==> src/rtl/quad_decoder_pkg.sv <==
// Shared phase-state encodings, direction constants and the transition
// classifier used by the quadrature decoder.
package quad_decoder_pkg;

    localparam logic [1:0] PH_00 = 2'b00;
    localparam logic [1:0] PH_10 = 2'b10;
    localparam logic [1:0] PH_11 = 2'b11;
    localparam logic [1:0] PH_01 = 2'b01;

    localparam logic DIR_UP   = 1'b1;
    localparam logic DIR_DOWN = 1'b0;

    typedef struct packed {
        logic legal;
        logic up;
    } step_t;

    // Phase states are written {A,B}; the up sequence is 00 -> 10 -> 11 -> 01 -> 00.
    function automatic step_t classify(input logic [1:0] prev, input logic [1:0] curr);
        step_t r;
        r = '{legal: 1'b0, up: DIR_DOWN};
        case ({prev, curr})
            {PH_00, PH_10}, {PH_10, PH_11}, {PH_11, PH_01}, {PH_01, PH_00}:
                r = '{legal: 1'b1, up: DIR_UP};
            {PH_10, PH_00}, {PH_11, PH_10}, {PH_01, PH_11}, {PH_00, PH_01}:
                r = '{legal: 1'b1, up: DIR_DOWN};
            default: ;
        endcase
        return r;
    endfunction

endpackage

==> src/rtl/quad_decoder_filter.sv <==
// One encoder phase: two-flop synchroniser followed by a stability filter
// that only moves the output level after FILT_LEN consecutive differing samples.
module quad_input_filter #(
    parameter int FILT_LEN = 3
) (
    input  logic clk,
    input  logic reset,
    input  logic prime,
    input  logic phase,
    output logic level
);

    localparam int CW = (FILT_LEN > 1) ? $clog2(FILT_LEN) : 1;

    logic          sync1;
    logic          sync2;
    logic [CW-1:0] stable_cnt;

    // While priming, the level follows the synchroniser so an idle non-zero
    // input is adopted as the starting position rather than seen as motion.
    always_ff @(posedge clk or posedge reset) begin
        if (reset) begin
            sync1      <= 1'b0;
            sync2      <= 1'b0;
            level      <= 1'b0;
            stable_cnt <= '0;
        end else begin
            sync1 <= phase;
            sync2 <= sync1;
            if (prime) begin
                level      <= sync2;
                stable_cnt <= '0;
            end else if (sync2 == level) begin
                stable_cnt <= '0;
            end else if (stable_cnt == CW'(FILT_LEN - 1)) begin
                level      <= sync2;
                stable_cnt <= '0;
            end else begin
                stable_cnt <= stable_cnt + CW'(1);
            end
        end
    end

endmodule

==> src/rtl/quad_decoder.sv <==
// x4 quadrature decoder: filtered A/B phases are compared cycle to cycle to
// produce a step pulse, direction, wrapping position count and sticky error.
module quad_decoder
    import quad_decoder_pkg::*;
#(
    parameter int CNT_W    = 16,
    parameter int FILT_LEN = 3
) (
    input  logic             clk,
    input  logic             reset,
    input  logic             en,
    input  logic             clr,
    input  logic             err_clr,
    input  logic             phase_a,
    input  logic             phase_b,
    output logic             step,
    output logic             dir,
    output logic [CNT_W-1:0] count,
    output logic             err
);

    localparam int PRIME_CYCLES = FILT_LEN + 2;
    localparam int PW           = $clog2(PRIME_CYCLES + 1);

    logic [PW-1:0] prime_cnt;
    logic          priming;
    logic          filt_a;
    logic          filt_b;
    logic [1:0]    curr_state;
    logic [1:0]    prev_state;
    step_t         dec;
    logic          illegal;
    logic          active;
    logic          take_step;

    quad_input_filter #(.FILT_LEN(FILT_LEN)) u_filt_a (
        .clk   (clk),
        .reset (reset),
        .prime (priming),
        .phase (phase_a),
        .level (filt_a)
    );

    quad_input_filter #(.FILT_LEN(FILT_LEN)) u_filt_b (
        .clk   (clk),
        .reset (reset),
        .prime (priming),
        .phase (phase_b),
        .level (filt_b)
    );

    assign priming    = (prime_cnt != PW'(PRIME_CYCLES));
    assign curr_state = {filt_a, filt_b};

    always_ff @(posedge clk or posedge reset) begin
        if (reset) begin
            prime_cnt <= '0;
        end else if (priming) begin
            prime_cnt <= prime_cnt + PW'(1);
        end
    end

    always_comb begin
        dec       = classify(prev_state, curr_state);
        illegal   = ((prev_state ^ curr_state) == 2'b11);
        active    = en && !priming;
        take_step = active && dec.legal;
    end

    // prev_state tracks the filtered phases even when disabled, so that
    // re-enabling never sees a stale position as a transition.
    always_ff @(posedge clk or posedge reset) begin
        if (reset) begin
            prev_state <= PH_00;
            step       <= 1'b0;
            dir        <= DIR_UP;
            count      <= '0;
            err        <= 1'b0;
        end else begin
            prev_state <= curr_state;
            step       <= take_step;
            if (take_step) begin
                dir <= dec.up;
            end
            if (clr) begin
                count <= '0;
            end else if (take_step) begin
                count <= dec.up ? count + CNT_W'(1) : count - CNT_W'(1);
            end
            if (active && illegal) begin
                err <= 1'b1;
            end else if (err_clr) begin
                err <= 1'b0;
            end
        end
    end

endmodule

==> config.mk <==
export PLATFORM = sky130hd
export DESIGN_NAME = quad_decoder
export DESIGN_NICKNAME = d
export VERILOG_FILES = /design/src/rtl/quad_decoder_pkg.sv /design/src/rtl/quad_decoder_filter.sv /design/src/rtl/quad_decoder.sv
export SDC_FILE = /design/constraint.sdc
export NUM_CORES = 1
export LEC_CHECK = 0
export ABC_CLOCK_PERIOD_IN_PS = 2700
export BUFFER_PORTS_ARGS = -buffer_cell sky130_fd_sc_hd__buf_4
export CORE_UTILIZATION = 52
export CTS_BUF_LIST = sky130_fd_sc_hd__clkbuf_16
export DETAILED_ROUTE_END_ITERATION = 12
export PLACE_DENSITY = 0.87
export RECOVER_POWER = 100
export SLEW_MARGIN = 20
export SYNTH_ARGS = -nofsm -noshare
export SYNTH_HDL_FRONTEND = slang
export SYNTH_SLANG_ARGS = --single-unit
==> constraint.sdc <==
create_clock -name clk -period 2.7 [get_ports clk]
set_input_delay 0.27 -clock clk [delete_from_list [all_inputs] [get_ports clk]]
set_output_delay 0.27 -clock clk [all_outputs]
set_load 0.005 [all_outputs]
After elaboration in Yosys (flattened, before gate mapping)
Index checks and enable logic that the tools add are counted.
{"block": "op_classes", "muxes": 18, "eq_ne": 16, "add_sub_neg": 5, "n_bitwise": 1, "reduce_logical": 12}
{"cell": "$mux 16", "count": 3}
{"cell": "$add 16x1->16 const B", "count": 1}
{"cell": "$eq 4x4->1 const B", "count": 4}
{"cell": "$sub 16x1->16 const B", "count": 1}
{"cell": "$mux 2", "count": 6}
{"cell": "$eq 4x3->1 const B", "count": 2}
{"cell": "$mux 1", "count": 8}
{"cell": "$reduce_bool 2->1", "count": 4}
{"cell": "$reduce_or 4->1", "count": 2}
{"cell": "$eq 2x2->1 const B", "count": 3}
{"cell": "$add 2x1->2 const B", "count": 2}
{"cell": "$eq 4x1->1 const B", "count": 1}
{"cell": "$eq 4x2->1 const B", "count": 1}
{"cell": "$ne 2x2->1 const B", "count": 2}
{"cell": "$pmux 2 s2", "count": 1}
{"cell": "$reduce_and 2->1", "count": 2}
{"cell": "$add 3x1->3 const B", "count": 1}
{"cell": "$logic_and 1x1->1", "count": 3}
{"cell": "$ne 3x3->1 const B", "count": 1}
{"cell": "$eq 1x1->1", "count": 2}
{"cell": "$xor 2x2->2", "count": 1}
{"cell": "$logic_not 1->1", "count": 1}
{"block": "word_totals", "ff_bits": 34, "elab_cells": 66, "output_inout_bits": 19, "in_bits": 7}

Logic depth before layout (Yosys ltp)
Gate-level depths: netlist (run 1).
{"block": "depth", "word_depth": 6, "mapped_depth": 10, "depth_no_buf": 10}

By module
A second synthesis (run 1) with hierarchy kept.
{"block": "hier_totals", "cells_unflattened": 230, "hier_area_um2": 2133.3}
{"mod": "quad_decoder", "cells_per_inst": 204, "n_inst": 1, "area_each_um2": 1790.5, "seq_area_each_um2": 601.8}
{"mod": "quad_input_filter", "cells_per_inst": 13, "n_inst": 2, "area_each_um2": 171.4, "seq_area_each_um2": 125.1}

Least setup slack after synthesis (run 1)
No wires, ideal clock.
{"block": "synth_path", "kind": "flip-flop to flip-flop", "from": "reg u_filt_a.level", "to": "reg count[15]", "t_required_ps": 2572, "setup_time_ps": 128, "stages_incl_launch_ff": 10, "setup_slack_ps": -178, "period_less_slack_ps": 2878, "t_arrival_ps": 2751, "n_path_buf": 0, "path_cell_list": "dfrtp_1 -> xor2_1 -> nand2_1 -> ha_1 -> a21o_1 -> a221oi_2 -> o21ai_2 -> a311oi_2 -> mux2i_1 -> mux2_1"}
{"block": "synth_via", "elab_chain_len": 6, "word_cells_on_any_way": 16, "classes_between": "eq/ne: 8; mux: 4; reduce/logical: 4"}
{"item": "from (decl)", "line": "quad_decoder_filter.sv:10", "source": "output logic level"}
{"item": "from (signal assigned)", "line": "quad_decoder_filter.sv:31", "source": "level <= sync2;"}
{"item": "from (signal assigned)", "line": "quad_decoder_filter.sv:36", "source": "level <= sync2;"}
{"item": "$eq 4x4->1, or another cell as far along", "line": "quad_decoder_pkg.sv:22", "source": "case ({prev, curr})"}
{"item": "$reduce_or 4->1", "line": "quad_decoder_pkg.sv:22"}
{"item": "$pmux 2 s2 *", "line": "quad_decoder_pkg.sv:22"}
{"item": "$mux 16", "line": "quad_decoder.sv:88", "source": "count <= dec.up ? count + CNT_W'(1) : count - CNT_W'(1);"}
{"item": "$mux 16", "line": "quad_decoder.sv:87", "source": "end else if (take_step) begin"}
{"item": "$mux 16", "line": "quad_decoder.sv:85", "source": "if (clr) begin"}
{"item": "to (signal assigned)", "line": "quad_decoder.sv:88"}
{"item": "to (decl)", "line": "quad_decoder.sv:18", "source": "output logic [CNT_W-1:0] count,"}
Every way passes the cells marked *; elsewhere a longest branch is shown, timed or not. The select of a mux whose other input is x is not followed.
A chain may end at the register's enable or synchronous reset.

Final worst setup path (run 1)
{"block": "layout_path", "from": "reg u_filt_b.level", "to": "reg count[15]"}
{"block": "layout_via", "elab_chain_len": 6, "word_cells_on_any_way": 16, "classes_between": "eq/ne: 8; mux: 4; reduce/logical: 4"}
{"item": "from (decl)", "line": "quad_decoder_filter.sv:10"}
{"item": "from (signal assigned)", "line": "quad_decoder_filter.sv:31"}
{"item": "from (signal assigned)", "line": "quad_decoder_filter.sv:36"}
{"item": "$eq 4x4->1, or another cell as far along", "line": "quad_decoder_pkg.sv:22"}
{"item": "$reduce_or 4->1", "line": "quad_decoder_pkg.sv:22"}
{"item": "$pmux 2 s2 *", "line": "quad_decoder_pkg.sv:22"}
{"item": "$mux 16", "line": "quad_decoder.sv:88"}
{"item": "$mux 16", "line": "quad_decoder.sv:87"}
{"item": "$mux 16", "line": "quad_decoder.sv:85"}
Marked as above.

==> flow_summary_export.csv, run 1 <==
group,metric,value,unit
status,status,"complete, but fails checks",
status,failed_checks,"capacitance limit, slew limit, setup timing",
global_routing,grt_pass1_vias,1757,
layout,n_antenna_cell,0,
clock_network,path_clk_slew,50,ps
min_path,min-delay-start,"phase_b",
sta,worst_pin_slew,1839,ps
yosys,yosys_register_bits,34,
global_routing,antenna_found_initial,0,
floorplan,start_util,55.05,%
worst_setup_path,crit_slowest_cell,"dfrtp_2",
yosys,synth-edff-count,0,
global_routing,busiest_layer,"met2",
global_routing,grt_pass1_wl,8.549,mm
clock_network,cts_hold_buf,0,
layout,fin_cells,303,
clock_network,insertion_delay,280,ps
sta,hold_viol,0,
sta,finClkSkew,6.304,ps
clock_network,cts_tree,"done",
sta,worst_slack,-30.10,ps
worst_setup_path,critPathRequiredTime,2860,ps
floorplan,die_y,64.72,µm
yosys,synth-main-ff-cell,"dfrtp_1",
sta,slew_viol_final,35,
worst_setup_path,startpoint_type,"flop",
place,numPortBuffers,25,
detailed_routing,vias,1808,
global_routing,grt_max_degree,35,
detailed_routing,drt-initial-drc-count,180,
global_routing,grt.overflow.total,0,
place,dp.cells,284,
detailed_routing,vias_per_cell,5.967,
layout,syn_to_final_growth,41.65,%
worst_setup_path,worst_setup_path_end_kind,"flop",
worst_setup_path,arrival,2890,ps
worst_setup_path,r2r_end,"count[15]",
global_routing,grt_usage,27.70,%
detailed_routing,wl_per_cell,18.60,µm
yosys,async_flop_share,100.0,%
worst_setup_path,max_stage_delay,440,ps
layout,drive_above_1_share,37.25,%
min_path,whs_path_depth,1,
clock_network,htreeDepth,2,
min_path,holdPathEnd,"u_filt_b.sync1",
yosys,syn-mean-instance-area,10.23,µm²
worst_setup_path,rr_startpoint,"u_filt_b.level",
yosys,synth-seq-area-share,41.65,%
clock_network,numCtsBuffers,5,
yosys,synthDistinctLibCells,49,
worst_setup_path,reg2reg_slack,-30,ps
min_path,hp-class,"in -> reg",
floorplan,row_count,22,
sta,rsz0062_at_grt,"yes",
layout,layout_commonest_cell,"buf_4",
sta,slew_headroom,-22.57,%
floorplan,io_pins,26,
worst_setup_path,r2r_cells,9,
yosys,syn_area,2046,µm²
floorplan,coreArea,3716,µm²
detailed_routing,dr.pass1.iters,4,
global_routing,use_met3,6.338,%
detailed_routing,antenna_left,0,
global_routing,use_met1,34.97,%
detailed_routing,wirelength,5.636,mm
worst_setup_path,cpLargestDelayFamily,"simple AND/OR/NAND/NOR gates",
sta,max_freq,0.3663,GHz
yosys,yosysWarnings,0,
global_routing,use_met2,45.96,%
sta,setup_viol,1,
detailed_routing,drc,0,
layout,final_cell_mix,"buf_4 (43), dfrtp_1 (31), nand2_1 (13)",
place,dp_hpwl,3.178,mm
place,place_congestion,0.8748,
clock_network,clock-sinks,34,
floorplan,die_area,4189,µm²
worst_setup_path,worst-setup-path-type,"reg -> reg",
floorplan,die_x,64.72,µm
clock_network,clockBufferDepth,2,
sta,fin_crit_sh,101.1,%
worst_setup_path,crit_fanout,6,
worst_setup_path,path_buf_inv,0,
yosys,postSynthNetCount,226,
run,timing.max_cap.violations,1,
sta,fin_crit,2730,ps
layout,final_nets,280,
clock_network,clock-root-buffer,"clkbuf_16",
worst_setup_path,cp_cell_sequence,"xnor2_4, nand2_4, ha_4, and3_1, and3_4, and2_4, a311oi_2, mux2i_1, mux2_1",
yosys,syn_inst,200,
## what timing repair did
item                                    4_1_cts  5_1_grt
endpoints found under the setup margin        2        5
resized for setup                            14       13
gates cloned                                  1        0
endpoints found under the hold margin         0        0
buffers inserted                              8        2
pin swaps                                    11        9
## per-layer routing
layer	vias up	wire length [µm]
li1	835	-
met1	897	2372
met2	63	2856
met3	13	282
met4	0	125
met5	-	0
## cell families (layout without fill, tap and decap cells)
family	count (synthesis)	count (layout)	synth area share, %
muxes	7	7	3.609
DFF	34	34	41.65
xor gates and xnor gates	20	20	8.930
AOI/OAI and AO/OA	53	53	17.74
buffers and inverters	14	68	2.629
and+or+nand+nor	53	54	13.46
adders and majority gates	19	19	11.99
## through the flow
stage / setup TNS (ps) / setup slack [ps] / area, µm² / util (%) / hold slack, ps
floorplan: 0 / 11.13 / 2122 / - / 301.4
global placement: 0 / 22.93 / 2462 / 66.26 / 333.3
detailed placement: -76.27 / -69.58 / 2462 / 66.26 / 339.7
CTS: 0 / 2.419 / 2844 / 76.53 / 86.68
global route: -89.34 / -85.55 / 2898 / 77.98 / 112.7
finish: -30.10 / -30.10 / 2898 / 77.98 / 114.7
## sequential cells by signal, indices dropped and copies added, names as in the netlist
name and flops:
prev_state 2, step 1, u_filt_a.level 1, u_filt_b.stable_cnt 2, prime_cnt 3, err 1, u_filt_b.sync2 1, u_filt_b.sync1 1
count 16, u_filt_b.level 1, u_filt_a.sync1 1, u_filt_a.stable_cnt 2, dir 1, u_filt_a.sync2 1
## cells in the mapped netlist, types with 2 or more instances
master     n  share of area (%)
dfrtp_1   33                 40
a21o_1     5                1.8
a221oi_1   2               0.86
and3_1     2               0.61
inv_1     11                2.0
o21ai_0    9                2.2
ha_1      18                 11
mux2i_1    4                2.0
nand2b_1   6                1.8
nor4_1     4                1.2
mux2_2     2                1.1
a221o_1    2               0.98
nand3_1    2               0.49
xor2_1     8                3.4
nand3b_1   2               0.73
a31oi_1    4                1.2
a21oi_1   14                3.4
xnor2_1   11                4.7
nand2_1   15                2.8
and2_1     2               0.61
o22ai_1    4                1.2
nor2_1    11                2.0
o32ai_1    2               0.86
nor3_1     2               0.49
## cell type report
class | count | area [µm²]
clock buffers | 5 | 125.1
well taps | 48 | 60.06
fillers | 227 | 818.3
clock inverters | 3 | 68.82
inverters | 11 | 41.29
multi-input cells | 153 | 1384
flip-flops and latches | 34 | 854.6
repair buffers | 49 | 364.1
## worst max-delay path by stage
stage	to	slack (ps)	start	cells past startpoint
after detailed placement	count[15]	-70	prev_state[0]	9
after global routing	count[15]	-90	u_filt_b.level	9
after floorplan	count[15]	10	u_filt_a.level	9
after global placement	count[15]	20	prev_state[0]	9
final	count[15]	-30	u_filt_b.level	9
after CTS	count[15]	2	prev_state[1]	9
Power of run 1 is left out: the tool's default activity adds up to more than one toggle a clock period on the data nets, which glitch-free logic cannot reach.
==> run 2, diff against run 1 <==
CORE_MARGIN = 2   (was default)
REMOVE_ABC_BUFFERS = 1   (was default)
==> flow_summary_export.csv, run 2 (same netlist as run 1, synthesis figures left out) <==
group,metric,value,unit
status,status,"complete, but fails checks",
status,failed_checks,"setup timing",
layout,regMostFlops,"count",
worst_setup_path,startpoint_type,"flop",
sta,slew_headroom,40.81,%
place,dp.cells,285,
layout,finalInstanceArea,2713,µm²
clock_network,numCtsBuffers,5,
sta,finClkSkew,5.145,ps
detailed_routing,antenna_left,0,
floorplan,die_x,66.72,µm
floorplan,io_pins,26,
floorplan,die_y,66.72,µm
layout,final_cell_mix,"dfrtp_1 (33), clkbuf_4 (21), buf_4 (15)",
sta,slew_viol_final,0,
detailed_routing,vias,1846,
global_routing,antenna_found_initial,0,
floorplan,start_util,55.05,%
floorplan,die_area,4452,µm²
sta,fin_crit,2704,ps
worst_setup_path,arrival,2870,ps
sta,hold-worst-slack,115.9,ps
run,timing.max_cap.violations,0,
place,numPortBuffers,25,
global_routing,grt_max_degree,24,
clock_network,cts_tree,"done",
global_routing,grt_pass1_wl,9.273,mm
global_routing,grt.overflow.total,0,
sta,max_freq,0.3698,GHz
detailed_routing,wl_per_cell,19.68,µm
worst_setup_path,worst-setup-path-type,"reg -> reg",
worst_setup_path,crit_fanout,7,
sta,setup_viol,1,
detailed_routing,drt-initial-drc-count,235,
floorplan,row_count,22,
layout,n_antenna_cell,0,
layout,syn_to_final_growth,32.60,%
layout,layout_commonest_cell,"dfrtp_1",
place,place_congestion,0.9678,
sta,rsz0062_at_grt,"yes",
layout,fin_cells,296,
clock_network,path_clk_slew,50,ps
clock_network,htreeDepth,2,
worst_setup_path,critPathRequiredTime,2860,ps
detailed_routing,drc,0,
place,dp_hpwl,3.372,mm
clock_network,clockBufferDepth,2,
detailed_routing,dr.pass1.iters,4,
worst_setup_path,worst_setup_path_end_kind,"flop",
global_routing,grt_pass1_vias,1853,
sta,worst_slack,-4.025,ps
sta,hold_viol,0,
layout,drive_above_1_share,29.03,%
clock_network,cts_hold_buf,0,
clock_network,clock-sinks,34,
clock_network,insertion_delay,280,ps
layout,largest_register_ffs,16,
sta,fin_crit_sh,100.1,%
sta,worst_pin_slew,886.9,ps
detailed_routing,vias_per_cell,6.236,
detailed_routing,wirelength,5.826,mm
place,place_area,2394,µm²
min_path,hp-class,"in -> reg",
global_routing,grt_usage,28.87,%
clock_network,clock-root-buffer,"clkbuf_16",
floorplan,coreArea,3716,µm²
layout,top_regs,"count: 16 flops, prime_cnt: 3 flops",
layout,final_nets,273,
==> run 2: cell count changes in the layout (fill, tap and decap cells not counted), moves of 2 or more <==
cell and delta:
dfrtp_2 -2, dfrtp_1 +2, clkbuf_1 +2, ha_4 -6, buf_4 -28, ha_1 +8, buf_6 +2, ha_2 -2
clkbuf_4 +18
==> run 2: what timing repair did <==
item / 4_1_cts / 5_1_grt
resized for setup: 11 / 9
buffers inserted: 3 / 0
setup endpoints to repair: 2 / 5
pin swaps: 7 / 3
==> run 2: final cells by class <==
cell class,instances,area (µm²)
inverter,11,41.29
sequential,34,852.1
clock buffer,5,125.1
timing repair buffer,43,319.1
multi-input combinational,152,1246
fill,234,1003
clock inverter,3,68.82
tap,48,60.06
==> run 2: per-stage QoR <==
stage | setup TNS, ps | setup slack (ps) | util (%)
final | -4.025 | -4.025 | 73.00
after global routing | -1162 | -132.5 | 73.00
after CTS | 0 | 4.801 | 72.79
after detailed placement | -29.06 | -29.06 | 64.41
after global placement | 0 | 60.02 | 64.41
after floorplan | -178.2 | -178.2 | -
==> run 2: final timing paths <==
kind | from | endpoint | slack, ps | cells past startpoint
min in group asynchronous | reset | prime_cnt[2] | 180 | 2
max | u_filt_b.level | count[15] | -4 | 10
max in group asynchronous | reset | count[10] | 1410 | 3
min | phase_a | u_filt_a.sync1 | 120 | 1
max reg2reg | u_filt_b.level | count[15] | -4 | 10
min reg2reg | u_filt_a.sync1 | u_filt_a.sync2 | 340 | 0
==> run 2: worst max-delay path, cell delays in order, from the launching register on <==
cell,delay (ps)
dfrtp_1,400
xnor2_2,170
nand2_2,100
buf_6,160
ha_1,310
and3_1,190
and3_2,230
and2_4,170
a311oi_2,310
mux2i_1,230
mux2_1,330
==> run 2: routing by layer <==
layer,global-route usage (%),part of all wire [%]
met1,36.65,41
met2,46.88,49
met3,5.912,6.5
met4,13.78,2.9
met5,0,0
Power of run 2 is left out for the same reason.
==> run 3, diff against run 2 <==
CELL_PAD_IN_SITES_DETAIL_PLACEMENT = 0   (was default)
CELL_PAD_IN_SITES_GLOBAL_PLACEMENT = 1   (was default)
CORE_UTILIZATION = 40   (was 52)
PLACE_DENSITY = default   (was 0.87)
PLACE_DENSITY_LB_ADDON = 0.1   (was default)
==> flow_summary_export.csv, run 3 (same netlist as run 1, synthesis figures left out) <==
group,metric,value,unit
place,numPortBuffers,25,
clock_network,clock-root-buffer,"clkbuf_16",
clock_network,clockBufferDepth,2,
global_routing,antenna_found_initial,0,
detailed_routing,wirelength,4.915,mm
clock_network,htreeDepth,2,
clock_network,cts_tree,"done",
worst_setup_path,worst-setup-path-type,"reg -> reg",
detailed_routing,vias,1664,
sta,slew_headroom,-20.11,%
sta,tns,0,ps
layout,largest_register_ffs,16,
layout,nFillCells,473,
floorplan,row_count,26,
place,place_area,2444,µm²
floorplan,coreArea,5010,µm²
layout,ff_latch_area,852.1,µm²
floorplan,die_y,75.52,µm
detailed_routing,wl_per_cell,15.26,µm
layout,final_cell_mix,"dfrtp_1 (33), clkbuf_4 (21), buf_4 (18)",
worst_setup_path,worst_setup_path_end_kind,"flop",
layout,multi_input_area,1292,µm²
worst_setup_path,critPathRequiredTime,2860,ps
layout,regMostFlops,"count",
place,dp_hpwl,3.431,mm
floorplan,start_util,40.83,%
sta,fin_crit,2623,ps
sta,slew_viol_final,35,
layout,layout_commonest_cell,"dfrtp_1",
worst_setup_path,crit_fanout,3,
clock_network,cts_hold_buf,0,
sta,setup_viol,0,
floorplan,die_area,5703,µm²
detailed_routing,dr.pass1.iters,4,
layout,top_regs,"count: 16 flops, prime_cnt: 3 flops",
sta,worst_pin_slew,1802,ps
global_routing,grt_pass1_vias,1666,
global_routing,grt_usage,18.56,%
sta,rsz0062_at_grt,"yes",
layout,drive_above_1_share,31.75,%
sta,worst_slack,77.10,ps
detailed_routing,vias_per_cell,5.168,
status,failed_checks,"capacitance limit, slew limit",
layout,syn_to_final_growth,37.68,%
floorplan,io_pins,26,
global_routing,grt_pass1_wl,7.941,mm
global_routing,grt_max_degree,35,
clock_network,numCtsBuffers,5,
layout,n_antenna_cell,0,
status,status,"complete, but fails checks",
detailed_routing,drc,0,
worst_setup_path,startpoint_type,"flop",
sta,max_freq,0.3813,GHz
sta,finClkSkew,1.947,ps
place,place_congestion,0.8300,
sta,fin_crit_sh,97.14,%
sta,hold_viol,0,
place,dp_slack,9.873,ps
worst_setup_path,arrival,2780,ps
layout,final_nets,277,
min_path,hp-class,"in -> reg",
layout,finalInstanceArea,2816,µm²
clock_network,insertion_delay,280,ps
run,timing.max_cap.violations,1,
clock_network,path_clk_slew,60,ps
clock_network,clock-sinks,34,
global_routing,grt.overflow.total,0,
floorplan,die_x,75.52,µm
detailed_routing,drt-initial-drc-count,76,
detailed_routing,antenna_left,0,
==> run 3: timing repair <==
action | 4_1_cts | 5_1_grt
buffers inserted | 3 | 1
endpoints found under the setup margin | 1 | 3
resized for setup | 3 | 23
pin swaps | 7 | 7
==> run 3: cell type report <==
cell class	count	area share [%]
timing repair buffer	47	12.39
multi-input combinational	152	45.89
clock inverter	3	2.443
tap	70	3.110
sequential	34	30.25
clock buffer	5	4.442
inverter	11	1.466
==> run 3: worst max-delay path: stages, from the launching register on <==
cell and delay [ps]:
dfrtp_1 390, xnor2_1 200, nand2_2 110, ha_1 330, a21o_1 220, a221oi_4 310
o21ai_2 110, a311oi_2 270, mux2i_1 220, mux2_1 340
==> run 3: metal layers <==
metal  wire length, µm  global-route usage (%)  share of wire (%)  vias up
met5                 0                       0                  0        -
met2              2436                   32.56                 50       38
met3               205                   3.439                4.2        5
met1              2221                   23.09                 45      797
met4                52                   5.848                1.1        0
li1                  -                       -                  -      824
==> run 3: worst paths after layout <==
kind,from,endpoint,slack [ps],cells past startpoint
worst min-delay path,phase_a,u_filt_a.sync1,120,1
min in group asynchronous,reset,count[1],640,3
worst min register to register,u_filt_a.sync1,u_filt_a.sync2,350,0
worst max register to register,u_filt_b.level,count[15],80,9
max in group asynchronous,reset,count[15],1030,3
worst max-delay path,u_filt_b.level,count[15],80,9
==> run 3: metrics by stage <==
stage	hold WS, ps	util [%]	std cells
final	117.3	56.22	322
after global routing	113.2	56.22	322
after CTS	90.29	53.37	321
after detailed placement	338.1	48.78	310
after global placement	333.7	48.78	310
after floorplan	301.4	-	197
Power of run 3 is left out for the same reason.
